===== src/rtl/jt49_bussched_pkg.sv =====
// jt49_bussched_pkg: shared types and constants for the PSG register-bus
// scheduler (FSM state encoding, grant IDs, queued player-write entry).
package jt49_bussched_pkg;

   typedef enum logic [2:0] {
      ST_IDLE,
      ST_SETUP,
      ST_WRITE,
      ST_READ,
      ST_RECOVER
   } state_t;

   // Grant owner; also remembered as last_grant for round-robin.
   typedef enum logic {
      GNT_CPU = 1'b0,
      GNT_PLR = 1'b1
   } gnt_t;

   // Envelope-shape register: every write must be a distinct strobe edge.
   localparam logic [3:0] REG_ENV_SHAPE = 4'hD;

   // Read strobe length is fixed by the PSG's registered dout.
   localparam int READ_CYC = 2;

   typedef struct packed {
      logic [3:0] addr;
      logic [7:0] data;
   } plr_wr_t;

endpackage


===== src/rtl/jt49_bussched_if.sv =====
// jt49_bussched_if: bus bundle between requesters, scheduler and PSG.
//   cpu_*  : CPU request/ack handshake with read data return
//   plr_*  : player write stream (valid/ready), flush and FIFO level
//   psg_*  : PSG register port (addr/din/cs_n/wr_n out, dout in)
// slave = scheduler view, master = requester/PSG side view.
interface jt49_bussched_if #(parameter int FIFO_AW = 2);
   logic             cpu_req;
   logic             cpu_we;
   logic [3:0]       cpu_addr;
   logic [7:0]       cpu_din;
   logic             cpu_ack;
   logic [7:0]       cpu_dout;
   logic             plr_valid;
   logic [3:0]       plr_addr;
   logic [7:0]       plr_data;
   logic             plr_ready;
   logic             plr_flush;
   logic [FIFO_AW:0] plr_level;
   logic [3:0]       psg_addr;
   logic [7:0]       psg_din;
   logic             psg_cs_n;
   logic             psg_wr_n;
   logic [7:0]       psg_dout;

   modport slave (
      input  cpu_req, cpu_we, cpu_addr, cpu_din,
      output cpu_ack, cpu_dout,
      input  plr_valid, plr_addr, plr_data, plr_flush,
      output plr_ready, plr_level,
      output psg_addr, psg_din, psg_cs_n, psg_wr_n,
      input  psg_dout
   );

   modport master (
      output cpu_req, cpu_we, cpu_addr, cpu_din,
      input  cpu_ack, cpu_dout,
      output plr_valid, plr_addr, plr_data, plr_flush,
      input  plr_ready, plr_level,
      input  psg_addr, psg_din, psg_cs_n, psg_wr_n,
      output psg_dout
   );
endinterface


===== src/rtl/jt49_bussched_fifo.sv =====
// jt49_bussched_fifo: synchronous FIFO of queued player writes.
//   clk, rst_n  : clock, synchronous active-low reset
//   i_push      : push request (ignored while full)
//   i_pop       : pop request (ignored while empty)
//   i_flush     : empty the FIFO; wins over a same-cycle push
//   i_wdata     : entry to push
//   o_rdata     : head entry (valid while !o_empty)
//   o_level     : occupancy, 0..2**AW
//   o_full/o_empty : status
module jt49_bussched_fifo
   import jt49_bussched_pkg::*;
#(
   parameter int AW = 2
) (
   input  logic    clk,
   input  logic    rst_n,
   input  logic    i_push,
   input  logic    i_pop,
   input  logic    i_flush,
   input  plr_wr_t i_wdata,
   output plr_wr_t o_rdata,
   output logic [AW:0] o_level,
   output logic    o_full,
   output logic    o_empty
);
   localparam int DEPTH = 1 << AW;

   plr_wr_t       r_mem [DEPTH];
   logic [AW-1:0] r_wptr;
   logic [AW-1:0] r_rptr;
   logic [AW:0]   r_level;
   logic          w_push;
   logic          w_pop;

   assign o_full  = (r_level == (AW+1)'(DEPTH));
   assign o_empty = (r_level == '0);
   assign o_level = r_level;
   assign o_rdata = r_mem[r_rptr];
   assign w_push  = i_push & ~o_full;
   assign w_pop   = i_pop & ~o_empty;

   always_ff @(posedge clk) begin
      if (!rst_n || i_flush) begin
         r_wptr  <= '0;
         r_rptr  <= '0;
         r_level <= '0;
      end else begin
         if (w_push) r_wptr <= r_wptr + AW'(1);
         if (w_pop)  r_rptr <= r_rptr + AW'(1);
         case ({w_push, w_pop})
            2'b10:   r_level <= r_level + (AW+1)'(1);
            2'b01:   r_level <= r_level - (AW+1)'(1);
            default: ;
         endcase
      end
   end

   // Storage needs no reset; the pointers define what is valid.
   always_ff @(posedge clk) begin
      if (w_push && !i_flush) r_mem[r_wptr] <= i_wdata;
   end
endmodule


===== src/rtl/jt49_bussched.sv =====
// jt49_bussched: shares the jt49 register port between a CPU requester
// (read/write) and a buffered player write stream, round-robin arbitrated.
// Each access is setup (1) / strobe (WR_CYC write, 2 read) / recover (1),
// so back-to-back envelope-shape writes always see a fresh wr_n edge.
//   clk, rst_n : clock, synchronous active-low reset
//   bus        : cpu_*, plr_*, psg_* bundle (slave modport)
//   o_busy     : scheduler not idle
module jt49_bussched
   import jt49_bussched_pkg::*;
#(
   parameter int WR_CYC  = 2,
   parameter int FIFO_AW = 2
) (
   input  logic clk,
   input  logic rst_n,
   jt49_bussched_if.slave bus,
   output logic o_busy
);
   localparam int CNT_W = $clog2(WR_CYC + 1);

   state_t           r_state, w_state_nxt;
   gnt_t             r_last;   // owner of the current/most recent grant
   logic [CNT_W-1:0] r_cnt;
   logic             r_we;
   logic [3:0]       r_addr;
   logic [7:0]       r_din;
   logic             r_cs_n, r_wr_n, r_ack;
   logic [7:0]       r_dout;

   plr_wr_t          w_head;
   logic             w_full, w_empty;
   logic             w_plr_cand, w_pick_cpu, w_grant;
   logic [FIFO_AW:0] w_level;

   // A flushing FIFO is not a candidate: its entries are being discarded.
   assign w_plr_cand = ~w_empty & ~bus.plr_flush;
   assign w_pick_cpu = bus.cpu_req & (~w_plr_cand | (r_last == GNT_PLR));

   jt49_bussched_fifo #(.AW(FIFO_AW)) u_fifo (
      .clk     (clk),
      .rst_n   (rst_n),
      .i_push  (bus.plr_valid),
      .i_pop   (w_grant & ~w_pick_cpu),
      .i_flush (bus.plr_flush),
      .i_wdata ({bus.plr_addr, bus.plr_data}),
      .o_rdata (w_head),
      .o_level (w_level),
      .o_full  (w_full),
      .o_empty (w_empty)
   );

   always_comb begin
      w_state_nxt = r_state;
      w_grant     = 1'b0;
      case (r_state)
         ST_IDLE: if (bus.cpu_req || w_plr_cand) begin
            w_grant     = 1'b1;
            w_state_nxt = ST_SETUP;
         end
         ST_SETUP:   w_state_nxt = r_we ? ST_WRITE : ST_READ;
         ST_WRITE:   if (r_cnt == CNT_W'(WR_CYC - 1))   w_state_nxt = ST_RECOVER;
         ST_READ:    if (r_cnt == CNT_W'(READ_CYC - 1)) w_state_nxt = ST_RECOVER;
         ST_RECOVER: w_state_nxt = ST_IDLE;
         default:    w_state_nxt = ST_IDLE;
      endcase
   end

   always_ff @(posedge clk) begin
      if (!rst_n) begin
         r_state <= ST_IDLE;
         r_last  <= GNT_PLR;   // CPU wins the first tie
         r_cnt   <= '0;
         r_we    <= 1'b0;
         r_addr  <= '0;
         r_din   <= '0;
         r_cs_n  <= 1'b1;
         r_wr_n  <= 1'b1;
         r_ack   <= 1'b0;
         r_dout  <= '0;
      end else begin
         r_state <= w_state_nxt;
         if (w_state_nxt == r_state && (r_state == ST_WRITE || r_state == ST_READ))
            r_cnt <= r_cnt + CNT_W'(1);
         else
            r_cnt <= '0;
         if (w_grant) begin
            r_last <= w_pick_cpu ? GNT_CPU : GNT_PLR;
            r_we   <= w_pick_cpu ? bus.cpu_we   : 1'b1;
            r_addr <= w_pick_cpu ? bus.cpu_addr : w_head.addr;
            r_din  <= w_pick_cpu ? bus.cpu_din  : w_head.data;
         end
         // Strobes and ack are registered from the next state so they line
         // up exactly with the state they belong to, glitch-free.
         r_cs_n <= ~(w_state_nxt == ST_WRITE || w_state_nxt == ST_READ);
         r_wr_n <= ~(w_state_nxt == ST_WRITE);
         r_ack  <= (w_state_nxt == ST_RECOVER) && (r_last == GNT_CPU);
         // Reads are only ever CPU grants, so no owner check is needed here.
         if (r_state == ST_READ && w_state_nxt == ST_RECOVER)
            r_dout <= bus.psg_dout;
      end
   end

   assign bus.psg_addr  = r_addr;
   assign bus.psg_din   = r_din;
   assign bus.psg_cs_n  = r_cs_n;
   assign bus.psg_wr_n  = r_wr_n;
   assign bus.cpu_ack   = r_ack;
   assign bus.cpu_dout  = r_dout;
   assign bus.plr_ready = ~w_full;
   assign bus.plr_level = w_level;
   assign o_busy        = (r_state != ST_IDLE);
endmodule


===== src/flat_wrapper.sv =====
// flat-port wrapper written by rule: the top's interface ports become plain ports
module jt49_bussched_flat import jt49_bussched_pkg::*;
#(
   parameter int WR_CYC  = 2,
   parameter int FIFO_AW = 2
)
  (clk, rst_n, o_busy, bus_cpu_req, bus_cpu_we, bus_cpu_addr, bus_cpu_din, bus_cpu_ack, bus_cpu_dout, bus_plr_valid, bus_plr_addr, bus_plr_data, bus_plr_flush, bus_plr_ready, bus_plr_level, bus_psg_addr, bus_psg_din, bus_psg_cs_n, bus_psg_wr_n, bus_psg_dout);
  jt49_bussched_if #(.FIFO_AW(FIFO_AW)) bus_i ();
  input  logic clk;
  input  logic rst_n;
  output logic o_busy;
  input wire logic [$bits(bus_i.cpu_req)-1:0] bus_cpu_req;
  input wire logic [$bits(bus_i.cpu_we)-1:0] bus_cpu_we;
  input wire logic [$bits(bus_i.cpu_addr)-1:0] bus_cpu_addr;
  input wire logic [$bits(bus_i.cpu_din)-1:0] bus_cpu_din;
  output wire logic [$bits(bus_i.cpu_ack)-1:0] bus_cpu_ack;
  output wire logic [$bits(bus_i.cpu_dout)-1:0] bus_cpu_dout;
  input wire logic [$bits(bus_i.plr_valid)-1:0] bus_plr_valid;
  input wire logic [$bits(bus_i.plr_addr)-1:0] bus_plr_addr;
  input wire logic [$bits(bus_i.plr_data)-1:0] bus_plr_data;
  input wire logic [$bits(bus_i.plr_flush)-1:0] bus_plr_flush;
  output wire logic [$bits(bus_i.plr_ready)-1:0] bus_plr_ready;
  output wire logic [$bits(bus_i.plr_level)-1:0] bus_plr_level;
  output wire logic [$bits(bus_i.psg_addr)-1:0] bus_psg_addr;
  output wire logic [$bits(bus_i.psg_din)-1:0] bus_psg_din;
  output wire logic [$bits(bus_i.psg_cs_n)-1:0] bus_psg_cs_n;
  output wire logic [$bits(bus_i.psg_wr_n)-1:0] bus_psg_wr_n;
  input wire logic [$bits(bus_i.psg_dout)-1:0] bus_psg_dout;
  assign bus_i.cpu_req = bus_cpu_req;
  assign bus_i.cpu_we = bus_cpu_we;
  assign bus_i.cpu_addr = bus_cpu_addr;
  assign bus_i.cpu_din = bus_cpu_din;
  assign bus_cpu_ack = bus_i.cpu_ack;
  assign bus_cpu_dout = bus_i.cpu_dout;
  assign bus_i.plr_valid = bus_plr_valid;
  assign bus_i.plr_addr = bus_plr_addr;
  assign bus_i.plr_data = bus_plr_data;
  assign bus_i.plr_flush = bus_plr_flush;
  assign bus_plr_ready = bus_i.plr_ready;
  assign bus_plr_level = bus_i.plr_level;
  assign bus_psg_addr = bus_i.psg_addr;
  assign bus_psg_din = bus_i.psg_din;
  assign bus_psg_cs_n = bus_i.psg_cs_n;
  assign bus_psg_wr_n = bus_i.psg_wr_n;
  assign bus_i.psg_dout = bus_psg_dout;
  jt49_bussched #(.WR_CYC(WR_CYC), .FIFO_AW(FIFO_AW)) u_core (.clk(clk), .rst_n(rst_n), .bus(bus_i), .o_busy(o_busy));
endmodule

===== config.mk =====
export PLATFORM = sky130hd
export DESIGN_NAME = jt49_bussched_flat
export DESIGN_NICKNAME = d
export VERILOG_FILES = /design/src/rtl/jt49_bussched_pkg.sv /design/src/rtl/jt49_bussched_if.sv /design/src/rtl/jt49_bussched_fifo.sv /design/src/rtl/jt49_bussched.sv /design/src/flat_wrapper.sv
export SDC_FILE = /design/constraint.sdc
export NUM_CORES = 1
export LEC_CHECK = 0
export ABC_AREA = 0
export CAP_MARGIN = 0
export CORE_ASPECT_RATIO = 1.1
export CORE_MARGIN = 2
export CORE_UTILIZATION = 51
export CTS_CLUSTER_DIAMETER = 80
export DETAILED_ROUTE_END_ITERATION = 8
export PLACE_DENSITY_LB_ADDON = 0.25
export SKIP_CTS_REPAIR_TIMING = 1
export SYNTH_ARGS = -nofsm -noshare
export SYNTH_HDL_FRONTEND = slang
export SYNTH_SLANG_ARGS = --single-unit

===== constraint.sdc =====
create_clock -name clk -period 3.4 [get_ports clk]
set_input_delay 0.51 -clock clk [delete_from_list [all_inputs] [get_ports clk]]
set_output_delay 0.51 -clock clk [all_outputs]
set_load 0.01 [all_outputs]

; Word-level counts from Yosys, hierarchy flattened
; Memories as Yosys holds them, arrays and structs flattened. A register that Yosys moved wholly into a read port is not among the register bits.
; Cells that the tools add are included.
[totals]
mem_count = 1
output_inout_bits = 28
ff_bits = 37
word_cells = 75
ramBits = 48
[memory_table]
columns = name, words, width, rd, rd_clocked_by_memory_dff, write_ports, line
row1 = u_core.u_fifo.r_mem, 4, 12, 1, 1, 1, jt49_bussched_fifo.sv:28  ; plr_wr_t r_mem [DEPTH];
[classes]
n_reduce_logical = 16
mux = 15
add_sub_neg = 5
bitwise = 14
n_eq_ne = 11
[ops]
columns = op, count
row1 = $eq A3 B2 Y1 const B, 4
row2 = $pmux W3 S3, 1
row3 = $mux W8, 1
row4 = $not A1 Y1, 8
row5 = $mux W1, 7
row6 = $add A2 B1 Y2 const B, 3
row7 = $eq A3 B3 Y1 const B, 2
row8 = $logic_not A3 Y1, 2
row9 = $mux W3, 2
row10 = $pmux W3 S2, 1
row11 = $and A1 B1 Y1, 5
row12 = $eq A2 B1 Y1 const B, 2
row13 = $logic_and A1 B1 Y1, 4
row14 = $logic_or A1 B1 Y1, 4
row15 = $mux W2, 2
row16 = $mux W4, 1
row17 = $add A3 B1 Y3 const B, 1
row18 = $eq A3 B1 Y1 const B, 1
row19 = $eq A3 B3 Y1, 1
row20 = $reduce_bool A3 Y1, 1
row21 = $sub A3 B1 Y3 const B, 1
row22 = $eq A2 B2 Y1 const B, 1
row23 = $logic_not A1 Y1, 2
row24 = $reduce_and A2 Y1, 1
row25 = 3 further kinds, 3

; Longest topological paths before layout
[logic_depth]
depth_word = 11
ltp_mapped = 10

; Hierarchy
; From an unflattened synthesis, not the netlist that was laid out.
[hier_totals]
cells_unflattened = 261
area_unflattened_um2 = 3569.7
[modules_own_cells]
columns = module, cells_per_inst, area_each_um2, instances, seq_area_each_um2
row1 = jt49_bussched_fifo, 117, 2262.2, 1, 1621.6
row2 = jt49_bussched, 144, 1307.5, 1, 600.6

; Worst setup path after synthesis
; No wires, ideal clock.
[synth_timing]
path_kind = register to register
from = register u_core.r_state[1]
to = register u_core.u_fifo.r_level[2] (netlist: u_core.u_fifo.o_level[2])
arrival_time_ps = 2341
n_path_buf = 0
synth_period_minus_slack_ps = 2411
setup_ps = 70
slack_ps = 989
stages_incl_launch_ff = 10
path_cell_list = dfxtp_1 > or3_4 > a211o_4 > nor2_1 > ha_1 > inv_1 > fa_1 > xor2_1 > or3_1 > a21oi_1
[synth_via]
elab_chain_cells = 6
word_cells_on_any_way = 8
[synth_rtl]
columns = element, line
row1 = from (decl), jt49_bussched.sv:21  ; state_t r_state, w_state_nxt;
row2 = from (signal assigned), jt49_bussched.sv:81  ; r_state <= w_state_nxt;
row3 = $logic_not A3 Y1 *, jt49_bussched.sv:55  ; case (r_state)
row4 = $mux W1 *, jt49_bussched.sv:55
row5 = $and A1 B1 Y1 *, jt49_bussched.sv:43  ; .i_pop (w_grant & ~w_pick_cpu),
row6 = $and A1 B1 Y1 *, jt49_bussched_fifo.sv:40  ; assign w_pop = i_pop & ~o_empty;
row7 = via u_core.u_fifo.w_pop, jt49_bussched_fifo.sv:33  ; logic w_pop;
row8 = $eq A2 B1 Y1 or $eq A2 B2 Y1 (tied branches), jt49_bussched_fifo.sv:50  ; case ({w_push, w_pop})
row9 = $pmux W3 S2 or $reduce_bool A2 Y1 (tied branches), --
row10 = to (signal assigned), jt49_bussched_fifo.sv:51  ; 2'b10: r_level <= r_level + (AW+1)'(1);
row11 = to (signal assigned), jt49_bussched_fifo.sv:52  ; 2'b01: r_level <= r_level - (AW+1)'(1);
row12 = to (decl), jt49_bussched_fifo.sv:31  ; logic [AW:0] r_level;
; Mark *: on every way through the listed nets, which the timed path passes. The rest lies on a longest branch.
; A chain may end at the register's enable or synchronous reset.

; Final worst setup path
[layout_timing]
from = input port bus_cpu_req
to = register u_core.u_fifo.r_level[2] (netlist: u_core.u_fifo.o_level[2])
[layout_via]
elab_chain_cells = 7
word_cells_on_any_way = 11
[layout_rtl]
columns = element, line
row1 = from (decl), flat_wrapper.sv:12  ; input wire logic [$bits(bus_i.cpu_req)-1:0] bus_cpu_req;
row2 = $logic_or A1 B1 Y1, jt49_bussched.sv:56  ; ST_IDLE: if (bus.cpu_req || w_plr_cand) begin
row3 = $mux W1, jt49_bussched.sv:56
row4 = $mux W1, jt49_bussched.sv:55
row5 = $and A1 B1 Y1 *, jt49_bussched.sv:43
row6 = $and A1 B1 Y1 *, jt49_bussched_fifo.sv:40
row7 = via u_core.u_fifo.w_pop, jt49_bussched_fifo.sv:33
row8 = $eq A2 B1 Y1 or $eq A2 B2 Y1 (tied branches), jt49_bussched_fifo.sv:50
row9 = $pmux W3 S2 or $reduce_bool A2 Y1 (tied branches), --
; Marks and branches as above.

==> flow_summary.html <==
<table>
<tr><th>Metric</th><th>Value</th></tr>
<tr><th colspan="2">Timing</th></tr>
<tr><td>Min Tclk post-route</td><td>2687 ps</td></tr>
<tr><td>Final critical-path setup slack</td><td>713.0 ps</td></tr>
<tr><td>Sum of negative setup slack</td><td>0 ps</td></tr>
<tr><td>Setup Skew</td><td>8.586 ps</td></tr>
<tr><td>Count of pins over their slew limit</td><td>0</td></tr>
<tr><td>Final Hold Slack</td><td>440.1 ps</td></tr>
<tr><td>Worst-Margin Slew</td><td>859.7 ps</td></tr>
<tr><td>Setup repair after global routing missed its margin</td><td>no</td></tr>
<tr><td>Hold violation count in the final report</td><td>0</td></tr>
<tr><td>Max-slew headroom</td><td>42.58%</td></tr>
<tr><td>Setup Viol. Count Final</td><td>0</td></tr>
<tr><td>F_max</td><td>~370 MHz</td></tr>
<tr><td>Post-route clock period utilization</td><td>79.03%</td></tr>
<tr><th colspan="2">Floorplanning</th></tr>
<tr><td>Die Ht</td><td>89.38 um</td></tr>
<tr><td># IOs</td><td>66</td></tr>
<tr><td>Floorplan die area</td><td>~7300 um^2</td></tr>
<tr><td>Core Region</td><td>6516 um^2</td></tr>
<tr><td>Starting utilization of the core area</td><td>about half</td></tr>
<tr><td>Cell Rows</td><td>31</td></tr>
<tr><td>Die span in x</td><td>between 80 and 90 um</td></tr>
<tr><th colspan="2">Final layout</th></tr>
<tr><td>Highest-count cells in the layout ignoring fill and taps</td><td>clkdlybuf4s50_1, edfxtp_1, dfxtp_1</td></tr>
<tr><td>Most frequent standard cell in the layout excluding fill and tap cells</td><td>clkdlybuf4s50_1</td></tr>
<tr><td>Synthesis-to-finish area growth</td><td>28.06%</td></tr>
<tr><td>Fraction of final layout cells sized beyond drive strength 1</td><td>roughly 11%</td></tr>
<tr><td>Final cell area excluding filler cells</td><td>4328 um^2</td></tr>
<tr><td>Antenna diodes</td><td>0</td></tr>
<tr><td>Post-route insts no fill</td><td>slightly above 400</td></tr>
<tr><td>Final net count</td><td>roughly 370</td></tr>
<tr><td>End-of-flow core utilization</td><td>66.42%</td></tr>
<tr><td>Layout filler cell count</td><td>~510</td></tr>
<tr><th colspan="2">CTS</th></tr>
<tr><td>Clock tree root driver cell</td><td>clkbuf_8</td></tr>
<tr><td>CTS tree</td><td>yes</td></tr>
<tr><td>Clock-pin transition on the worst setup and hold timing paths</td><td>around 80 ps</td></tr>
<tr><td>Clk Latency, worst-skew pair</td><td>350 ps</td></tr>
<tr><td>Cts bufs inserted</td><td>9</td></tr>
<tr><td>Clock sink total</td><td>just under 90</td></tr>
<tr><td>Clock buffer depth</td><td>2</td></tr>
<tr><td>Maximum level of the CTS H-tree</td><td>3</td></tr>
<tr><th colspan="2">Detailed routing</th></tr>
<tr><td>Wire length after detailed routing</td><td>6.475 mm</td></tr>
<tr><td>Via-per-instance ratio</td><td>around 5.3</td></tr>
<tr><td>WL per Instance</td><td>15.79 um</td></tr>
<tr><td>Number of DRC markers after the initial detailed-route iteration</td><td>124</td></tr>
<tr><td>DRT Pass-1 Iters</td><td>4</td></tr>
<tr><td>Antenna-violating nets left</td><td>0</td></tr>
<tr><td>Number of vias after detailed routing</td><td>2191</td></tr>
<tr><td>Number of remaining DRC errors</td><td>0</td></tr>
<tr><th colspan="2">Synth</th></tr>
<tr><td>FF+latch count, synth</td><td>87</td></tr>
<tr><td>Top FF cell, synth</td><td>edfxtp_1</td></tr>
<tr><td>Number of library cell types mapped by synthesis</td><td>32</td></tr>
<tr><td>Nets in the synthesized netlist</td><td>301</td></tr>
<tr><td>Number of standard cells after synthesis</td><td>256</td></tr>
<tr><td>Seq/Total Area, Yosys</td><td>65.75%</td></tr>
<tr><td>Number of enable flip-flop cells after synthesis</td><td>48</td></tr>
<tr><td>Cell area after technology mapping</td><td>3379 um^2</td></tr>
<tr><td>Mean instance size in the synthesized netlist</td><td>13.20 um^2</td></tr>
<tr><td>Yosys warning count</td><td>0</td></tr>
<tr><td>Proportion of register bits with asynchronous set or reset after synthesis</td><td>0%</td></tr>
<tr><th colspan="2">Power</th></tr>
<tr><td>Pwr per Cell Area</td><td>519.9 nW/um^2</td></tr>
<tr><td>Static Leak</td><td>roughly 1.4 nW</td></tr>
<tr><td>Worst IR drop on VDD</td><td>442.2 uV</td></tr>
<tr><td>Design Power</td><td>~2.2 mW</td></tr>
<tr><th colspan="2">Critical path</th></tr>
<tr><td>Crit. End Element</td><td>flop</td></tr>
<tr><td>Most used cell along the critical path</td><td>inv_1</td></tr>
<tr><td>Critical Path Start Type</td><td>primary input</td></tr>
<tr><td>Startpoint of the lowest-slack register-to-register path</td><td>u_core.r_state[1]</td></tr>
<tr><td>Start-to-end type of the worst setup path</td><td>primary input to flop</td></tr>
<tr><td>Timing startpoint of the critical path</td><td>bus_cpu_req</td></tr>
<tr><td>Setup slack of the most critical reg-to-reg path</td><td>720 ps</td></tr>
<tr><td>Worst flop-to-flop path endpoint</td><td>u_core.u_fifo.o_level[2]</td></tr>
<tr><td>Cell breakdown of the critical path</td><td>clkdlybuf4s50_1, inv_1, a211o_4, nor2_1, ha_1, inv_1, fa_1, xor2_1, or3_1, a21oi_1</td></tr>
<tr><td>Arrival time reported for the critical path endpoint</td><td>2960 ps</td></tr>
<tr><td>Cell with the largest stage delay on the worst path</td><td>clkdlybuf4s50_1</td></tr>
<tr><td>Required arrival time at the worst endpoint</td><td>3680 ps</td></tr>
<tr><td>CP max stage delay</td><td>between 500 and 600 ps</td></tr>
<tr><td>Max Fanout on Critical Path</td><td>18</td></tr>
<tr><td>Worst-case reg-to-reg path depth</td><td>9</td></tr>
<tr><th colspan="2">GRT</th></tr>
<tr><td>Global-route track usage on met2</td><td>31.15%</td></tr>
<tr><td>Global-route wire length before repair</td><td>9.949 mm</td></tr>
<tr><td>Maximum number of pins on one net before global-route repair</td><td>27</td></tr>
<tr><td>Grt met3 use</td><td>4.343%</td></tr>
<tr><td>Met1 Resource Use GR</td><td>23.24%</td></tr>
<tr><td>Highest-utilization routing layer at the global route stage</td><td>met2</td></tr>
<tr><td>Number of antenna violations at the first check in global routing</td><td>0</td></tr>
<tr><td>Remaining global-route overflow</td><td>0</td></tr>
<tr><td>Total routing resource utilization after global routing</td><td>18.69%</td></tr>
<tr><td>Number of global-route vias before repair</td><td>2054</td></tr>
<tr><th colspan="2">Placement</th></tr>
<tr><td>Placement-stage cell area</td><td>4106 um^2</td></tr>
<tr><td>Number of cells after detailed placement</td><td>394</td></tr>
<tr><td>HPWL after DPL</td><td>around 4.4 mm</td></tr>
<tr><td>RePlAce Congestion</td><td>0.8174</td></tr>
<tr><td>Post-placement worst setup slack</td><td>about 360 ps</td></tr>
<tr><td>Buffers on Ports</td><td>65</td></tr>
<tr><th colspan="2">Run status</th></tr>
<tr><td>Status</td><td>finished, final reports clean</td></tr>
<tr><th colspan="2">Hold path</th></tr>
<tr><td>Class of the most critical hold timing path</td><td>flop to flop</td></tr>
<tr><td>Beginning of the worst hold path</td><td>u_core.r_cnt[0]</td></tr>
<tr><td>Hold path depth</td><td>1</td></tr>
<tr><td>Hold path endpoint</td><td>u_core.r_cnt[0]</td></tr>
<tr><th colspan="2">Run</th></tr>
<tr><td>Max-Cap Viols</td><td>0</td></tr>
</table>
==> area by class of cell <==
cell class	instances	area, um^2	area share, %
clock buffers	9	123.9	2.862
clock inverters	7	97.59	2.255
inverters	8	30.03	0.6938
multi-input cells	149	1079	24.92
flip-flops and latches	87	2222	51.34
well taps	82	102.6	2.371
repair buffers	68	673.1	15.55
==> per-layer routing <==
| metal | vias up | share of wire (%) |
|---|---|---|
| met2 | 67 | 50 |
| li1 | 1075 | - |
| met1 | 1040 | 42 |
| met4 | 0 | 1.6 |
| met5 | - | 0 |
| met3 | 9 | 6.6 |
==> synthesized netlist by cell type, types with 4 or more instances <==
library cell / instances / area (um^2)
a21boi_0: 8 / 60.06
a21oi_1: 30 / 150.1
and2_1: 4 / 25.02
clkbuf_1: 9 / 33.78
dfxtp_1: 39 / 780.8
edfxtp_1: 48 / 1441
ha_1: 6 / 75.07
inv_1: 8 / 30.03
mux4_2: 12 / 270.3
nand2_1: 21 / 78.83
nand3_1: 15 / 75.07
nor2_1: 8 / 30.03
o21ai_0: 17 / 85.08
==> how the worst max path moves through the flow <==
stage                                    end  slack, ps  cells after the start
floorplan           u_core.u_fifo.o_level[2]        990                      9
global placement    u_core.u_fifo.o_level[2]        470                     10
detailed placement  u_core.u_fifo.o_level[2]        360                     10
CTS                 u_core.u_fifo.o_level[2]        730                     10
global route        u_core.u_fifo.o_level[2]        560                      9
finish              u_core.u_fifo.o_level[2]        710                     10
==> flip-flops by register name, indices dropped and copies added, names as in the netlist, named ones only <==
signal / count
u_core.bus.psg_din: 8
u_core.bus.psg_wr_n: 1
u_core.r_cnt: 2
u_core.bus.cpu_ack: 1
u_core.u_fifo.r_rptr: 2
u_core.bus.cpu_dout: 8
u_core.u_fifo.r_wptr: 2
u_core.r_we: 1
u_core.bus.psg_cs_n: 1
u_core.r_last: 1
u_core.bus.psg_addr: 4
u_core.u_fifo.o_level: 3
u_core.u_fifo.r_mem: 48
u_core.r_state: 3
==> where the power goes <==
| part | internal (mW) | switching (mW) |
|---|---|---|
| registers | 1.15 | 0.0268 |
| clock network | 0.415 | 0.371 |
| logic | 0.149 | 0.133 |
| total | 1.72 | 0.531 |
==> worst max-delay path, delay by kind of cell <==
family | cells | cell delay (ps)
buffers and inverters | 3 | 660
adders and majority gates | 2 | 570
AOI/OAI and AO/OA | 2 | 570
and+or+nand+nor | 2 | 480
xor gates and xnor gates | 1 | 160
==> kinds of logic (layout without fill, tap and decap cells) <==
family / count (synthesis) / after routing / share of synthesized area (%)
flip-flops: 87 / 87 / 65.75
AND/OR/NAND/NOR: 68 / 68 / 10.22
AO/OA/AOI/OAI: 59 / 59 / 10.11
buffers and inverters: 20 / 92 / 2.332
multiplexers: 12 / 12 / 7.997
adder cells (fa/ha/maj): 7 / 7 / 2.814
XOR/XNOR: 3 / 3 / 0.7776
(Power assumes the default switching activity.)
